[src/rtl/seq_det_sched.sv]
// Round-robin arbiter that time-shares one overlapping serial pattern matcher
// among NREQ bit-stream requesters, one FRAME_LEN-bit frame per grant.
module seq_det_sched #(
  parameter int              NREQ      = 4,
  parameter int              PAT_W     = 6,
  parameter logic [PAT_W-1:0] PATTERN  = 6'b111010,
  parameter int              FRAME_LEN = 16,
  parameter int              CNT_W     = 5
) (
  input  logic                      clk,
  input  logic                      rst,
  input  logic [NREQ-1:0]           req,
  input  logic [NREQ-1:0]           bit_in,
  output logic [NREQ-1:0]           grant,
  output logic                      busy,
  output logic                      det_out,
  output logic                      done,
  output logic [$clog2(NREQ)-1:0]   done_id,
  output logic [CNT_W-1:0]          match_cnt
);

  localparam int ID_W = $clog2(NREQ);
  localparam int BC_W = $clog2(FRAME_LEN + 1);

  typedef enum logic [1:0] {IDLE, RUN, DONE} state_t;

  state_t            state, state_nxt;
  logic [ID_W-1:0]   ptr, ptr_nxt, arb_sel;
  logic              arb_found;
  logic [PAT_W-1:0]  shreg, shreg_nxt, shift_val;
  logic [BC_W-1:0]   bit_cnt, bit_cnt_nxt, cnt_inc;
  logic [NREQ-1:0]   grant_nxt;
  logic              busy_nxt, det_nxt, done_nxt;
  logic [ID_W-1:0]   done_id_nxt;
  logic [CNT_W-1:0]  match_nxt;

  // ptr doubles as the selected channel for the frame in progress
  always_comb begin
    state_nxt   = state;
    ptr_nxt     = ptr;
    shreg_nxt   = shreg;
    bit_cnt_nxt = bit_cnt;
    grant_nxt   = grant;
    busy_nxt    = busy;
    det_nxt     = 1'b0;
    done_nxt    = 1'b0;
    done_id_nxt = done_id;
    match_nxt   = match_cnt;
    arb_found   = 1'b0;
    arb_sel     = '0;
    shift_val   = {shreg[PAT_W-2:0], bit_in[ptr]};
    cnt_inc     = bit_cnt + BC_W'(1);

    // first requester after the last one served, wrapping
    for (int i = 1; i <= NREQ; i++) begin
      if (!arb_found && req[ID_W'((int'(ptr) + i) % NREQ)]) begin
        arb_found = 1'b1;
        arb_sel   = ID_W'((int'(ptr) + i) % NREQ);
      end
    end

    case (state)
      IDLE: begin
        grant_nxt = '0;
        busy_nxt  = 1'b0;
        if (arb_found) begin
          state_nxt   = RUN;
          ptr_nxt     = arb_sel;
          grant_nxt   = NREQ'(1) << arb_sel;
          busy_nxt    = 1'b1;
          bit_cnt_nxt = '0;
          shreg_nxt   = '0;
          match_nxt   = '0;
        end
      end
      RUN: begin
        if (!req[ptr]) begin
          state_nxt = IDLE;
          grant_nxt = '0;
          busy_nxt  = 1'b0;
          match_nxt = '0;
        end else begin
          shreg_nxt   = shift_val;
          bit_cnt_nxt = cnt_inc;
          if (shift_val == PATTERN && cnt_inc >= BC_W'(PAT_W)) begin
            det_nxt = 1'b1;
            if (match_cnt != '1) match_nxt = match_cnt + CNT_W'(1);
          end
          if (cnt_inc == BC_W'(FRAME_LEN)) begin
            state_nxt   = DONE;
            grant_nxt   = '0;
            done_nxt    = 1'b1;
            done_id_nxt = ptr;
          end
        end
      end
      DONE: begin
        state_nxt = IDLE;
        busy_nxt  = 1'b0;
      end
      default: begin
        state_nxt = IDLE;
        grant_nxt = '0;
        busy_nxt  = 1'b0;
      end
    endcase
  end

  always_ff @(posedge clk) begin
    if (!rst) begin
      state     <= IDLE;
      ptr       <= ID_W'(NREQ - 1);
      shreg     <= '0;
      bit_cnt   <= '0;
      grant     <= '0;
      busy      <= 1'b0;
      det_out   <= 1'b0;
      done      <= 1'b0;
      done_id   <= '0;
      match_cnt <= '0;
    end else begin
      state     <= state_nxt;
      ptr       <= ptr_nxt;
      shreg     <= shreg_nxt;
      bit_cnt   <= bit_cnt_nxt;
      grant     <= grant_nxt;
      busy      <= busy_nxt;
      det_out   <= det_nxt;
      done      <= done_nxt;
      done_id   <= done_id_nxt;
      match_cnt <= match_nxt;
    end
  end

endmodule
[config.mk]
export PLATFORM = sky130hd
export DESIGN_NAME = seq_det_sched
export DESIGN_NICKNAME = d
export VERILOG_FILES = /design/src/rtl/seq_det_sched.sv
export SDC_FILE = /design/constraint.sdc
export NUM_CORES = 1
export LEC_CHECK = 0
export CORE_MARGIN = 5
export CORE_UTILIZATION = 49
export CTS_BUF_LIST = sky130_fd_sc_hd__clkbuf_8
export DETAILED_ROUTE_END_ITERATION = 16
export PLACE_DENSITY = 0.74
export SYNTH_ARGS = -nofsm -noshare
export SYNTH_HDL_FRONTEND = slang
export SYNTH_SLANG_ARGS = --single-unit
[constraint.sdc]
create_clock -name clk -period 3.8 [get_ports clk]
set_input_delay 0.76 -clock clk [delete_from_list [all_inputs] [get_ports clk]]
set_output_delay 0.76 -clock clk [all_outputs]
set_load 0.03 [all_outputs]
==> results by group, run 1 <==
Critical path
  – Cell mode on critical path: o21ai_0
  – Worst r2r dst: bit_cnt[4]$_SDFFE_PN0P_
  – CP max FO: 12
  – Crit-path cells: clkdlybuf4s50_1 -> mux4_2 -> a22oi_1 -> o21ai_0 -> o21ai_0 -> and2_1
  – CP endpoint: bit_cnt[4]$_SDFFE_PN0P_
  – Critical path launch point: req[3]
  – WS Path Type: in2reg
  – Worst setup EP type: flip-flop
  – Data arrival time of the critical path: between 2000 and 3000 ps
  – WP data required: 4020 ps
  – Register-to-register setup slack: between 1000 and 1500 ps
  – Reg2Reg Depth: 5
  – Slowest cell on the critical path: a22oi_1
  – Largest stage delay on the critical path: 690 ps
  – Crit path launch type: input pin
  – RR Startpoint: ptr[1]$_SDFFE_PN1P_

Clock network
  – Post-CTS setup buffer count: 0
  – Clock sink count: 28
  – CTS tree: built
  – Num CTS Buffers: 3
  – Max clock buf depth: 2
  – CTS root buffer: clkbuf_8
  – Post_cts resized: 0
  – Hold-fix buffers, CTS: 0
  – Clock-pin slew on the worst setup and hold paths: 90 ps
  – Insertion delay to the later sink of the worst-skew pair: between 200 and 300 ps
  – H-Tree Level Count: 1

Synthesis
  – Synthesized area: 1439 um^2
  – Post-Syn Instances: 165
  – FFs w/ async S/R, synth: 0%
  – Synth warnings: 0
  – Number of distinct library cells after synthesis: 38
  – Post-synth EDFFs: 0
  – Sequential cell area fraction in the yosys report: around two fifths
  – Synthesis-stage register bit count: 28
  – Syn Area/Cell: 8.720 um^2
  – Mapped Nets: approximately 180
  – Ys flop type: dfxtp_1

GRT
  – Total gr overflow: 0
  – Gr usage total: around 16%
  – First-pass GRT wire length: approximately 5.5 mm
  – Antenna violations before repair: 0
  – Vias in the first global route: 1226
  – Maximum number of pins on one net before global-route repair: 23

Status
  – Status: completed

Power
  – Pleak: 0.6219 nW
  – Peak VDD IR: approximately 0.33 mV
  – Power per cell area: ~350 nW/um^2
  – Pwr Total: 605.3 uW

Timing
  – Worst-margin pin slew: about 800 ps
  – Setup ws final: 1049 ps
  – Final Hold Viols: 0
  – FMAX: 363.5 MHz
  – Crit path time final: ~2800 ps
  – Slew margin rel.: between 40 and 50%
  – Final period util: 72.40%
  – Post-route setup TNS: 0 ps
  – Setup violators final: 0
  – Clock Skew: 5.698 ps
  – Unrepaired setup endpoints after global routing: false
  – Fin. max-slew vios: 0

Routing
  – Routed Antenna Nets: 0
  – WL/cell: approximately 15 um
  – DR pass1 iterations: 5
  – Via Count: 1306
  – Total routed wirelength: 3.240 mm
  – Vias per cell: 5.991
  – # DRC: 0
  – 1st-iter DRT viols: 68

Final layout
  – Area added between synthesis and finish: 20.87%
  – Area of the multi-input gates: between 800 and 900 um^2
  – Layout fillers: 253
  – Reg area: 560.5 um^2
  – Share of layout cells above drive strength 1: 5.348%
  – Antenna Cells: 0
  – Final nets: between 200 and 250
  – Layout Utilization: 62.53%

Floorplan
  – Chip height: about 64 um
  – Chip width: 64.19 um
  – Die area: 4120 um^2
  – Total I/O pin count: 24
  – Starting density of the core: approximately 52%
  – Row cnt: 19
  – CORE AREA: 2781 um^2

Placed design
  – Placer Congestion: 0.8979
  – I/O Buffers: 23
  – Post-Place Worst Slack: roughly 800 ps
  – Final HPWL DP: 2.375 mm

Job
  – Max-Cap Viols: 0

Min path
  – Hold Path Class: reg2reg
[routing by layer]
| layer | wire length (um) | track usage, % |
|---|---|---|
| met5 | 0 | 0 |
| met4 | 42 | 6.361 |
| met3 | 89 | 3.853 |
| met2 | 1617 | 28.64 |
| met1 | 1492 | 19.23 |
[synth_stat cells (all sizes together) (2+ instances only)]
cell | number | area (um^2)
and2 | 4 | 25.02
clkbuf | 3 | 11.26
nand2 | 13 | 48.80
a21oi | 5 | 25.02
nand3b | 2 | 15.01
nor2b | 8 | 50.05
o211ai | 2 | 15.01
dfxtp | 28 | 560.5
nand2b | 6 | 37.54
buf | 2 | 12.51
or4 | 2 | 15.01
inv | 5 | 18.77
nand3 | 13 | 65.06
mux2i | 3 | 30.03
ha | 4 | 50.05
nor3 | 3 | 26.28
a21boi | 14 | 105.1
a31oi | 4 | 25.02
mux4 | 2 | 45.04
o21ai | 15 | 75.07
a21o | 2 | 15.01
nor2 | 8 | 30.03
and3 | 4 | 25.02
[cells by family (layout without fill, tap and decap cells)]
| kind of cell | Yosys count | in the layout | share of synthesized area [%] |
|---|---|---|---|
| simple gates | 69 | 69 | 26.87 |
| fa+ha+maj | 4 | 4 | 3.478 |
| compound gates | 49 | 49 | 22.52 |
| buf+inv | 10 | 32 | 2.956 |
| mux | 5 | 5 | 5.217 |
| flops | 28 | 28 | 38.96 |
[cell type report]
cell class,count,share of cell area (%)
multi-input cells,127,48.06
clock buffers,4,3.165
repair buffers,23,13.24
inverters,5,1.079
flip-flops and latches,28,32.23
well taps,31,2.230
[placed cells by master (no fill, tap or decap), drive strengths merged, types with 4 or more instances in the layout]
cell | synthesis | layout
nand2 | 13 | 13
nand3 | 13 | 13
and3 | 4 | 4
nor2b | 8 | 8
ha | 4 | 4
a21boi | 14 | 14
a21oi | 5 | 5
a31oi | 4 | 4
dfxtp | 28 | 28
and2 | 4 | 4
nand2b | 6 | 6
clkdlybuf4s50 | 0 | 23
clkbuf | 3 | 4
inv | 5 | 5
nor2 | 8 | 8
o21ai | 15 | 15
[metrics by stage]
| step | area, um^2 | instances | hold WS [ps] |
|---|---|---|---|
| 4_1_cts | 1739 | 218 | 481.4 |
| 2_1_floorplan | 1439 | 165 | 441.2 |
| 5_1_grt | 1739 | 218 | 502.7 |
| 3_3_place_gp | 1684 | 214 | 459.1 |
| 6_report | 1739 | 218 | 487.3 |
| 3_5_place_dp | 1684 | 214 | 467.7 |
[sequential cells by signal, indices dropped and copies added, names as in the netlist]
register / flops
done: 1
state: 2
bit_cnt: 5
shreg: 5
det_out: 1
busy: 1
done_id: 2
match_cnt: 5
ptr: 2
grant: 4
[report_power, final]
group | total, mW | switching, mW | internal, mW
combinational | 0.107 | 0.0610 | 0.0461
sequential | 0.316 | 0.0127 | 0.304
clock | 0.182 | 0.0892 | 0.0927
total | 0.605 | 0.163 | 0.442
[worst min path at each step]
stage | startpoint | endpoint | slack (ps) | cells past startpoint
2_1_floorplan | shreg[4]$_SDFFE_PN0P_ | shreg[4]$_SDFFE_PN0P_ | 440 | 2
3_3_place_gp | match_cnt[3]$_SDFFE_PN0P_ | match_cnt[3]$_SDFFE_PN0P_ | 460 | 1
3_5_place_dp | shreg[4]$_SDFFE_PN0P_ | shreg[4]$_SDFFE_PN0P_ | 470 | 2
4_1_cts | shreg[4]$_SDFFE_PN0P_ | shreg[4]$_SDFFE_PN0P_ | 480 | 2
5_1_grt | shreg[4]$_SDFFE_PN0P_ | shreg[4]$_SDFFE_PN0P_ | 500 | 2
6_report | shreg[4]$_SDFFE_PN0P_ | shreg[4]$_SDFFE_PN0P_ | 490 | 2
[worst max-delay path, delay by kind of cell]
family	cells	cell delay (ps)
compound gates	3	990
buf+inv	1	500
mux	1	600
simple gates	1	130
No activity file was read; power rests on OpenSTA's default activity.
==> run 2: changes to the inputs <==
- PLACE_DENSITY: 0.74 -> 0.77
- clock period: 3.8 -> 2.3 ns (I/O delays scaled with it)
==> results by group, run 2 (same netlist as run 1, synthesis figures left out) <==
Power
  – Peak VDD IR: 0.4246 mV (+30%)
  – Pleak: 0.6605 nW (+6.2%)
  – Power per cell area: 566.9 nW/um^2 (+63%)

Final layout
  – Layout Utilization: 64.73% (+2.2 points)
  – Area added between synthesis and finish: 25.13%
  – Layout fillers: 240 (-5.1%)
  – Share of layout cells above drive strength 1: 9.744% (+4.4 points)
  – Antenna Cells: 0 (unchanged)
  – Final nets: 210 (+4.0%)
  – Most frequent cells in the layout: dfxtp_1, clkdlybuf4s50_1, o21ai_0
  – Regs by FF count: bit_cnt x5, match_cnt x5, shreg x5
  – Most common cell after layout, fill and taps aside: dfxtp_1

Clock network
  – H-Tree Level Count: 1 (unchanged)
  – Insertion delay to the later sink of the worst-skew pair: 270 ps (about the same)
  – Num CTS Buffers: 3 (unchanged)
  – CTS tree: built
  – CTS root buffer: clkbuf_8
  – Clock sink count: 28 (unchanged)
  – Max clock buf depth: 2 (unchanged)
  – Post-CTS setup buffer count: 0 (unchanged)
  – Clock-pin slew on the worst setup and hold paths: 100 ps (about the same)

Timing
  – Post-route setup TNS: 0 ps (unchanged)
  – FMAX: 461.7 MHz
  – Setup violators final: 0 (unchanged)
  – Clock Skew: 5.015 ps (-0.6834 ps)
  – Fin. max-slew vios: 0 (unchanged)
  – Slew margin rel.: 71.98% (+26 points)
  – Crit path time final: 2166 ps
  – Unrepaired setup endpoints after global routing: false
  – Final period util: 94.16%
  – Worst-margin pin slew: 415.9 ps (-388.7 ps)
  – Final Hold Viols: 0 (unchanged)

Placed design
  – Final HPWL DP: 2.458 mm (+3.5%)
  – Placer Congestion: 0.8228 (-8.4%)
  – I/O Buffers: 23 (unchanged)

Job
  – Max-Cap Viols: 0 (unchanged)

Critical path
  – Slowest cell on the critical path: mux4_2
  – Reg2Reg Depth: 7 (+2)
  – Largest stage delay on the critical path: 490 ps (-200 ps)
  – Worst r2r dst: match_cnt[3]$_SDFFE_PN0P_
  – Cell mode on critical path: a31oi_1
  – Worst setup EP type: flip-flop
  – WS Path Type: in2reg
  – RR Startpoint: bit_cnt[1]$_SDFFE_PN0P_
  – Critical path launch point: bit_in[3]
  – Register-to-register setup slack: 170 ps (-1270 ps)
  – Data arrival time of the critical path: 2370 ps (-600 ps)
  – Crit-path cells: clkdlybuf4s50_1 -> mux4_2 -> a2111o_1 -> nor3_4 -> a31oi_1 -> a31oi_1
  – CP endpoint: match_cnt[3]$_SDFFE_PN0P_
  – CP max FO: 5 (-7)
  – Crit path launch type: input pin
  – WP data required: 2500 ps (-1520 ps)

Routing
  – Vias per cell: 5.730 (-4.4%)
  – # DRC: 0 (unchanged)
  – Routed Antenna Nets: 0 (unchanged)
  – 1st-iter DRT viols: 65 (-4.4%)
  – Total routed wirelength: 3.306 mm (+2.0%)
  – WL/cell: 14.63 um (-1.6%)
  – Via Count: 1295 (-0.84%)
  – DR pass1 iterations: 4 (-1)

Min path
  – Worst Hold Path Cells: 2 (unchanged)
  – Hold Path Class: reg2reg

Floorplan
  – Die area: 4120 um^2 (unchanged)
  – Row cnt: 19 (unchanged)
  – Starting density of the core: 51.73% (unchanged)
  – Chip width: 64.19 um (unchanged)
  – Chip height: 64.19 um (unchanged)
  – CORE AREA: 2781 um^2 (unchanged)
  – Total I/O pin count: 24 (unchanged)

GRT
  – First-pass GRT wire length: 5.706 mm (+4.0%)
  – Maximum number of pins on one net before global-route repair: 22 (-4.3%)
  – Vias in the first global route: 1305 (+6.4%)
  – Antenna violations before repair: 0 (unchanged)
  – Gr usage total: 16.76% (+0.36 points)
  – Total gr overflow: 0 (unchanged)

Status
  – Status: completed
run 2: layout make-up:
type                       instances  area (um^2)  area share, %
clock buffer                       4        55.05          3.058
inverter                           5        18.77          1.042
multi-input combinational        127        835.8          46.42
sequential                        28        561.8          31.20
tap                               31        38.79          2.154
timing repair buffer              31        290.3          16.12
run 2: worst min-delay path by stage:
stage / start / to
2_1_floorplan: shreg[4]$_SDFFE_PN0P_ / shreg[4]$_SDFFE_PN0P_
3_3_place_gp: shreg[4]$_SDFFE_PN0P_ / shreg[4]$_SDFFE_PN0P_
3_5_place_dp: shreg[4]$_SDFFE_PN0P_ / shreg[4]$_SDFFE_PN0P_
4_1_cts: shreg[4]$_SDFFE_PN0P_ / shreg[4]$_SDFFE_PN0P_
5_1_grt: shreg[4]$_SDFFE_PN0P_ / shreg[4]$_SDFFE_PN0P_
6_report: shreg[4]$_SDFFE_PN0P_ / shreg[4]$_SDFFE_PN0P_
run 2: worst max-delay path, delay by kind of cell:
| kind | cells | cell delay [ps] |
|---|---|---|
| buffers and inverters | 1 | 390 |
| muxes | 1 | 490 |
| and+or+nand+nor | 1 | 280 |
| AOI/OAI and AO/OA | 3 | 750 |
run 2: repair_timing:
item	4_1_cts	5_1_grt
endpoints found under the setup margin	0	2
resized for setup	0	1
hold buffers	0	0
run 2: where the power goes:
| part | total, mW | internal [mW] | leakage, nW | switching, mW |
|---|---|---|---|---|
| combinational | 0.197 | 0.0929 | 0.404 | 0.104 |
| clock | 0.303 | 0.153 | 0.0288 | 0.150 |
| sequential | 0.520 | 0.502 | 0.228 | 0.0185 |
| total | 1.02 | 0.748 | 0.660 | 0.273 |
run 2: per-layer routing:
layer	global-route usage [%]	wire [um]
met1	19.68	1515
met2	29.65	1669
met3	3.853	103
met4	5.852	18
met5	0	0
run 2: per-stage QoR:
stage	cells	area, um^2	hold WS, ps	total power, mW	worst slack [ps]
2_1_floorplan	165	1439	441.2	0.6512	342.0
3_3_place_gp	222	1744	449.6	0.7214	-110.5
3_5_place_dp	222	1744	465.0	0.7279	-159.5
4_1_cts	226	1799	477.7	1.025	76.52
5_1_grt	226	1800	501.0	1.070	46.93
6_report	226	1800	475.1	1.021	134.3
==> run 3: changes to the inputs <==
- PLACE_DENSITY: 0.77 -> 0.74
- clock period: 2.3 -> 2.4 ns (I/O delays scaled with it)
==> results by group, run 3 (same netlist as run 1, synthesis figures left out) <==
Final layout
  – Antenna Cells: 0 (unchanged)
  – Layout Utilization: 64.73% (unchanged)
  – Most common cell after layout, fill and taps aside: dfxtp_1
  – Final nets: 208 (-0.95%)
  – Cell Count, Final, Fillers Out: 224 (-0.88%)
  – Regs by FF count: bit_cnt x5, match_cnt x5, shreg x5
  – Most frequent cells in the layout: dfxtp_1, clkdlybuf4s50_1, o21ai_0
  – Share of layout cells above drive strength 1: 8.290% (-1.5 points)
  – Area added between synthesis and finish: 25.13% (unchanged)

Timing
  – Worst-margin pin slew: 410.7 ps (-5.214 ps)
  – Fin. max-slew vios: 0 (unchanged)
  – Setup violators final: 0 (unchanged)
  – Crit path time final: roughly 2200 ps
  – Post-route setup TNS: 0 ps (unchanged)
  – Clock Skew: 8.304 ps (+3.289 ps)
  – FMAX: about 450 MHz
  – Slew margin rel.: 72.33% (+0.35 points)
  – Final period util: 92.13%
  – Final Hold Viols: 0 (unchanged)
  – Unrepaired setup endpoints after global routing: false

Clock network
  – Clock-pin slew on the worst setup and hold paths: 100 ps (about the same)
  – Post_cts resized: 0 (unchanged)
  – Insertion delay to the later sink of the worst-skew pair: 270 ps (about the same)
  – CTS tree: built
  – CTS root buffer: clkbuf_8
  – Clock sink count: 28 (unchanged)
  – Hold-fix buffers, CTS: 0 (unchanged)
  – H-Tree Level Count: 1 (unchanged)
  – Max clock buf depth: 2 (unchanged)
  – Post-CTS setup buffer count: 0 (unchanged)
  – Num CTS Buffers: 3 (unchanged)

GRT
  – First-pass GRT wire length: 5.361 mm (-6.0%)
  – Vias in the first global route: 1232 (-5.6%)
  – Antenna violations before repair: 0 (unchanged)
  – Maximum number of pins on one net before global-route repair: 22 (unchanged)
  – Gr usage total: 15.66% (-1.1 points)
  – Total gr overflow: 0 (unchanged)

Routing
  – Vias per cell: 5.790 (+1.0%)
  – Total routed wirelength: 3.145 mm (-4.9%)
  – DR pass1 iterations: 4 (unchanged)
  – Routed Antenna Nets: 0 (unchanged)
  – Via Count: 1297 (+0.15%)
  – 1st-iter DRT viols: 106 (+63%)
  – # DRC: 0 (unchanged)
  – WL/cell: 14.04 um (-4.0%)

Placed design
  – I/O Buffers: 23 (unchanged)
  – Placer Congestion: 0.8607 (+4.6%)
  – Placed Instances: 220 (-0.90%)
  – Final HPWL DP: 2.409 mm (-2.0%)

Floorplan
  – Starting density of the core: 51.73% (unchanged)
  – Chip width: 64.19 um (unchanged)
  – Total I/O pin count: 24 (unchanged)
  – Row cnt: 19 (unchanged)
  – Die area: 4120 um^2 (unchanged)
  – CORE AREA: 2781 um^2 (unchanged)
  – Chip height: 64.19 um (unchanged)

Power
  – Power per cell area: 583.3 nW/um^2 (+2.9%)
  – Peak VDD IR: 0.4935 mV (+16%)
  – Pleak: 0.6573 nW (-0.48%)

Critical path
  – Slowest cell on the critical path: a2111o_1
  – WS Path Type: in2reg
  – Data arrival time of the critical path: 2380 ps (about the same)
  – WP data required: 2570 ps (+70 ps)
  – CP max FO: 5 (unchanged)
  – Register-to-register setup slack: 220 ps (+50 ps)
  – Crit path launch type: input pin
  – Largest stage delay on the critical path: 490 ps (about the same)
  – Crit-path cells: clkdlybuf4s50_1 -> mux4_2 -> a2111o_1 -> nor3_1 -> a21o_1 -> a31oi_1
  – Worst setup EP type: flip-flop

Min path
  – Hold Path Class: reg2reg

Job
  – Max-Cap Viols: 0 (unchanged)

Status
  – Status: completed
## run 3: changes by cell type in the layout (fill, tap and decap cells not counted)
cell / change
dfxtp_2: -1
buf_4: -2
clkbuf_8: -1
dfxtp_1: +1
bufinv_16: +1
## run 3: final cells by class
| type | instances | area (um^2) |
|---|---|---|
| multi-input cells | 127 | 835.8 |
| flip-flops and latches | 28 | 560.5 |
| repair buffers | 29 | 275.3 |
| well taps | 31 | 38.79 |
| clock inverters | 1 | 30.03 |
| inverters | 5 | 18.77 |
| clock buffers | 3 | 41.29 |
| fillers | 252 | 980.9 |
## run 3: through the flow
stage	cell area (um^2)	power, mW	hold WS (ps)	worst slack, ps
after floorplan	1439	0.6241	441.2	440.1
after global placement	1729	0.6887	450.7	-35.16
after detailed placement	1729	0.6935	468.3	-133.3
after CTS	1800	1.059	481.6	177.4
after global routing	1800	1.109	508.7	67.98
final	1800	1.050	480.1	188.9
## run 3: per-layer routing
metal  GRT usage (%)  vias to the layer above  part of all wire (%)
met2           26.88                       32                    48
met5               0                        -                     0
met3           3.853                        8                   4.7
met1           18.98                      600                    46
met4           5.344                        0                   1.5
li1                -                      657                     -
## run 3: final timing paths
check                          start  cells after the start                        end
max                        bit_in[3]                      6  match_cnt[3]$_SDFFE_PN0P_
min                busy$_SDFFE_PN0P_                      2          busy$_SDFFE_PN0P_
max reg2reg  bit_cnt[1]$_SDFFE_PN0P_                      7  match_cnt[0]$_SDFFE_PN0P_
min reg2reg        busy$_SDFFE_PN0P_                      2          busy$_SDFFE_PN0P_
## run 3: worst max-delay path: cells and delay by family
| kind | cells | cell delay (ps) |
|---|---|---|
| compound gates | 3 | 800 |
| mux | 1 | 480 |
| buf+inv | 1 | 400 |
| simple gates | 1 | 220 |
## run 3: report_power, final
part | switching (mW) | total [mW] | leakage [nW] | internal (mW)
clock | 0.145 | 0.369 | 0.0357 | 0.223
combinational | 0.0991 | 0.184 | 0.394 | 0.0846
sequential | 0.0172 | 0.498 | 0.227 | 0.481
==> patch 1, RTL diff (flow settings as in run 1) <==
Set the parameter `NREQ` to 8 (it was 4).
--- a/src/rtl/seq_det_sched.sv
+++ b/src/rtl/seq_det_sched.sv
@@ -1,7 +1,7 @@
 // Round-robin arbiter that time-shares one overlapping serial pattern matcher
 // among NREQ bit-stream requesters, one FRAME_LEN-bit frame per grant.
 module seq_det_sched #(
-  parameter int              NREQ      = 4,
+  parameter int              NREQ      = 8,
   parameter int              PAT_W     = 6,
   parameter logic [PAT_W-1:0] PATTERN  = 6'b111010,
   parameter int              FRAME_LEN = 16,
Ports: changed (resized bit_in, done_id, grant and req); port bits go from 24 to 37. No check against the original RTL was run, so the function may have changed too.
==> patch 1 against run 1 <==
  * Sequential cell count increased by 6
  * Worst setup slack got worse by 0.73 ns
  * First-iteration DRC count increased to 3.6 times the old value
  * Synthesized area increased by 72%
  * Final cell count increased by 78%
  * Wire length increased by 82%
  * Final area increased by 72%
  * Die area increased by 60%
  * Power increased to 4.1 times the old value
  * Core utilization decreased by 3.0 points
  * Critical endpoint is now grant[1]
  * Largest power group is now combinational cells
==> patch 1: results (changes against run 1) <==
| Metric | Value |
|---|---|
| First-pass GRT wire length | 10.4 mm (+89%) |
| Gr usage total | 0.197 (+0.0335) |
| GPL Wtd Cong | 0.924 (+2.9%) |
| Max_slew headroom | 0.426 (-0.0376) |
| Ys async rst share | 0 (unchanged) |
| DRT Pass-1 Iters | 4 (-1) |
| Via count | 2259 (+73%) |
| Synth cell count leaders | dfxtp_1 (34), nand2_1 (30), mux2i_1 (21) |
| Root Buffer Master | clkbuf_8 |
| CTS buffer count | 5 (+2) |
| CP max stage delay | 0.55 ns (-0.14 ns) |
| Clock-pin slew on the worst setup and hold paths | 0.06 ns (-0.03 ns) |
| Compound-Gate Fraction of Synth Area | 0.194 (-0.0311) |
| Ys Warns | 0 (unchanged) |
| Post-synthesis mux area share | 0.198 (+0.146) |
| Leakage | 1.17 nW (+89%) |
| Antenna violations before repair | 0 (unchanged) |
| HPWL Detailed | 4.38 mm (+85%) |
| Slowest-stage cell, CP | clkdlybuf4s50_1 |
| Distinct cells, synth | 59 (+55%) |
| Crit-path leading delay family | compound AO/OA/AOI/OAI gates |
| Peak fanout along the critical path | 8 (-4) |
| IO Port Bufs | 36 (+57%) |
| Slew Limit Fails | 0 (unchanged) |
| XOR/XNOR Fraction of Synth Area | 0.0313 (+0.0313) |
| First DRT Iteration DRCs | 243 (+260%) |
| Reg with most FFs | grant |
| Post-synthesis sequential area ratio | 0.274 (-0.115) |
| H-tree levels | 2 (+1) |
| Pin count of the biggest net entering global routing | 26 (+13%) |
| Clock Latency Late Sink | 0.28 ns |
| Detailed Route WL | 5.90 mm (+82%) |
| Largest register FFs | 8 |
| Status | complete, no violations |
| Fraction of layout cells with a size suffix above 1 | 0.123 (+0.0692) |
| Clock Skew | 0.00776 ns (+0.00206 ns) |
| Ys flop type | dfxtp_1 |
| Post-DP Area | 0.00291 mm^2 (+73%) |
| Top cells by area, synth | dfxtp_1 (27%), mux4_2 (9.1%), mux2i_1 (8.5%) |
| Fin nets | 343 (+70%) |
| Post-Synthesis Net Count | 307 (+72%) |
| Adder-cell share of the synthesized area | 0.0393 (+0.00455) |
| Vias in the first global route | 2211 (+80%) |
| ANT cells | 0 (unchanged) |
| CTS Buffer Depth | 2 (unchanged) |
| Worst hold path class | flop to flop |
| VDD IR max | 0.599 mV (+83%) |
| Setup bufs post-CTS | 0 (unchanged) |
| # resized after CTS | 0 (unchanged) |
patch 1: cell types whose count changed in the layout (fill, tap and decap cells not counted), sizes merged, moves of 7 or more:
cell	before	now
a21boi	14	1
a21oi	5	19
buf	0	9
clkdlybuf4s50	23	36
inv	5	13
mux2i	3	21
mux4	2	10
nand2	13	30
nand3	13	20
nor2	8	19
o21ai	15	7
patch 1: final timing paths:
path	start	end	slack, ns	cells past startpoint
min reg2reg	shreg[4]	shreg[4]	0.46	2
min	shreg[4]	shreg[4]	0.46	2
max reg2reg	ptr[2]	grant[1]	0.46	8
max	req[2]	grant[1]	0.32	9
patch 1: final cells by class:
type,instances,area (um^2)
Fill cell,470,2030
Tap cell,70,87.6
Timing Repair Buffer,45,428
Multi-Input combinational cell,221,1670
Sequential cell,34,681
Clock buffer,5,68.8
Clock inverter,2,7.51
Inverter,11,41.3
patch 1: report_power, final:
group	internal, W	leakage (nW)	total [W]	switching, W
Combinational	0.000761	0.851	0.00174	0.000978
Clock	0.000121	0.0466	0.000242	0.000121
Sequential	0.000419	0.276	0.000485	0.0000664
patch 1: per-stage QoR:
stage | instances | setup WS, ns | power, W
4_1_cts | 388 | 0.344 | 0.00246
5_1_grt | 388 | 0.128 | 0.00267
3_3_place_gp | 381 | 0.0758 | 0.00220
3_5_place_dp | 381 | 0.0524 | 0.00221
2_1_floorplan | 282 | 0.352 | 0.00180
6_report | 388 | 0.318 | 0.00247
patch 1: per-layer routing:
| layer | routed length, um | GRT usage | share of wire |
|---|---|---|---|
| met5 | 0 | 0 | 0 |
| met4 | 53 | 0.0507 | 0.0090 |
| met3 | 410 | 0.0410 | 0.070 |
| met2 | 2640 | 0.296 | 0.45 |
| met1 | 2790 | 0.287 | 0.47 |
==> patch 2, RTL diff (flow settings as in run 1) <==
Without the edit above. Register the output `match_cnt` once more, with the module's reset; this adds one clock of latency there. The other outputs are not delayed to match.
--- a/src/rtl/seq_det_sched.sv
+++ b/src/rtl/seq_det_sched.sv
@@ -24,6 +24,8 @@
 
   typedef enum logic [1:0] {IDLE, RUN, DONE} state_t;
 
+  logic [CNT_W-1:0] match_cnt_s0;
+
   state_t            state, state_nxt;
   logic [ID_W-1:0]   ptr, ptr_nxt, arb_sel;
   logic              arb_found;
@@ -45,7 +47,7 @@
     det_nxt     = 1'b0;
     done_nxt    = 1'b0;
     done_id_nxt = done_id;
-    match_nxt   = match_cnt;
+    match_nxt   = match_cnt_s0;
     arb_found   = 1'b0;
     arb_sel     = '0;
     shift_val   = {shreg[PAT_W-2:0], bit_in[ptr]};
@@ -84,7 +86,7 @@
           bit_cnt_nxt = cnt_inc;
           if (shift_val == PATTERN && cnt_inc >= BC_W'(PAT_W)) begin
             det_nxt = 1'b1;
-            if (match_cnt != '1) match_nxt = match_cnt + CNT_W'(1);
+            if (match_cnt_s0 != '1) match_nxt = match_cnt_s0 + CNT_W'(1);
           end
           if (cnt_inc == BC_W'(FRAME_LEN)) begin
             state_nxt   = DONE;
@@ -117,7 +119,7 @@
       det_out   <= 1'b0;
       done      <= 1'b0;
       done_id   <= '0;
-      match_cnt <= '0;
+      match_cnt_s0 <= '0;
     end else begin
       state     <= state_nxt;
       ptr       <= ptr_nxt;
@@ -128,7 +130,15 @@
       det_out   <= det_nxt;
       done      <= done_nxt;
       done_id   <= done_id_nxt;
-      match_cnt <= match_nxt;
+      match_cnt_s0 <= match_nxt;
+    end
+  end
+
+  always_ff @(posedge clk) begin
+    if (!rst) begin
+      match_cnt <= '0;
+    end else begin
+      match_cnt <= match_cnt_s0;
     end
   end
 
Behaviour: no difference found for any inputs over 4 cycles, from zero or initial values and one cycle with rst low; that may be too few to reach the edited logic, so the function may still have changed.
==> patch 2 against run 1 <==
  * Via count unchanged
  * Worst setup slack improved by 0.27 ns
  * Register-to-register slack got worse by 0.03 ns
  * Synthesized area increased by 9.7%
  * Sequential share of layout area increased by 2.4 points
  * Count of clock-buffer cells in the layout increased by 1
  * Sequential cell count increased by 5
  * Power increased by 20%
  * Largest cell class unchanged
  * Wire length increased by 1.9%
  * Final area increased by 9.6%
==> patch 2: results (changes against run 1) <==
| Metric | Value |
|---|---|
| Fraction of layout cells with a size suffix above 1 | 0.0653 (+0.0119) |
| Distinct cells, synth | 41 (+7.9%) |
| Leakage | 0.717 nW (+15%) |
| FF-to-FF path depth | 6 (+1) |
| First DRT Iteration DRCs | 63 (-7.4%) |
| GPL Wtd Cong | 0.812 (-9.6%) |
| Top cells by area, synth | dfxtp_1 (42%), nor2b_1 (4.8%), nand2_1 (3.8%) |
| DRT Pass-1 Iters | 4 (-1) |
| HPWL Detailed | 2.39 mm (+0.79%) |
| Register-to-register setup slack | 1.41 ns (-0.03 ns) |
| CP max stage delay | 0.51 ns (-0.18 ns) |
| VDD IR max | 0.319 mV (-2.7%) |
| R2r endpoint | match_cnt_s0[4] |
| Clock-pin slew on the worst setup and hold paths | 0.06 ns (-0.03 ns) |
| First-pass GRT wire length | 5.75 mm (+4.9%) |
| Pin count of the biggest net entering global routing | 28 (+22%) |
| Syn avg cell area | 9.02 um^2 (+3.5%) |
| Gr usage total | 0.172 (+0.00799) |
| Status | complete, no violations |
| Reg-to-reg critical path startpoint | bit_cnt[0] |
| Avg WL per Cell | 13.6 um (-8.6%) |
| Fin nets | 212 (+5.0%) |
| Fill count | 278 (+9.9%) |
| Slowest-stage cell, CP | mux4_2 |
| Crit-path leading delay family | simple AND/OR/NAND/NOR gates |
-- patch 2: changes by cell type after synthesis, sizes merged, moves of 4 or more --
cell,run 1,this run
nor2b,8,12
a22o,0,4
o21ai,15,9
dfxtp,28,33
a21boi,14,7
and2,4,9
-- patch 2: cell type report --
cell class	instances	area share
sequential	33	0.346
clock buffer	5	0.0361
clock inverter	3	0.00722
inverter	5	0.00984
multi-input combinational	129	0.447
tap	44	0.0289
timing repair buffer	24	0.125
-- patch 2: report_power, final --
part / switching (W) / internal (W)
Clock: 0.000122 / 0.000124
Combinational: 0.0000616 / 0.0000488
Sequential: 0.0000126 / 0.000357
-- patch 2: per-layer routing --
metal	global-route usage	share of wire
met1	0.204	0.44
met2	0.274	0.48
met3	0.0573	0.054
met4	0.0888	0.020
met5	0	0
-- patch 2: worst min path at each step --
stage / start / end / slack [ns] / cells past startpoint
after floorplan: shreg[4] / shreg[4] / 0.44 / 2
after global placement: shreg[4] / shreg[4] / 0.45 / 2
after detailed placement: shreg[4] / shreg[4] / 0.46 / 2
after CTS: shreg[4] / shreg[4] / 0.47 / 2
after global routing: shreg[3] / shreg[3] / 0.50 / 2
final: shreg[4] / shreg[4] / 0.47 / 2
-- patch 2: through the flow --
step	setup slack (ns)	area [um^2]	hold slack, ns
after floorplan	1.57	1580	0.441
after global placement	1.06	1820	0.451
after detailed placement	1.02	1820	0.463
after CTS	1.33	1910	0.472
after global routing	1.22	1910	0.500
final	1.32	1910	0.469
-- patch 2: cell families (layout without fill, tap and decap cells) --
| group | count (synthesis) | in the layout | share of synthesized area |
|---|---|---|---|
| adders and majority gates | 4 | 4 | 0.0317 |
| AOI/OAI and AO/OA | 41 | 41 | 0.183 |
| muxes | 6 | 6 | 0.0571 |
| xor gates and xnor gates | 1 | 1 | 0.00555 |
| and+or+nand+nor | 77 | 77 | 0.262 |
| DFF | 33 | 33 | 0.418 |
| buffers and inverters | 13 | 37 | 0.0420 |
-- patch 2: worst register-to-register path, cell delays in order (launching register included) --
cell and delay (ns):
dfxtp_1 0.43, ha_1 0.36, a2111oi_0 0.16, o31ai_1 0.56
a41oi_2 0.27, or2_0 0.28, a22o_1 0.23
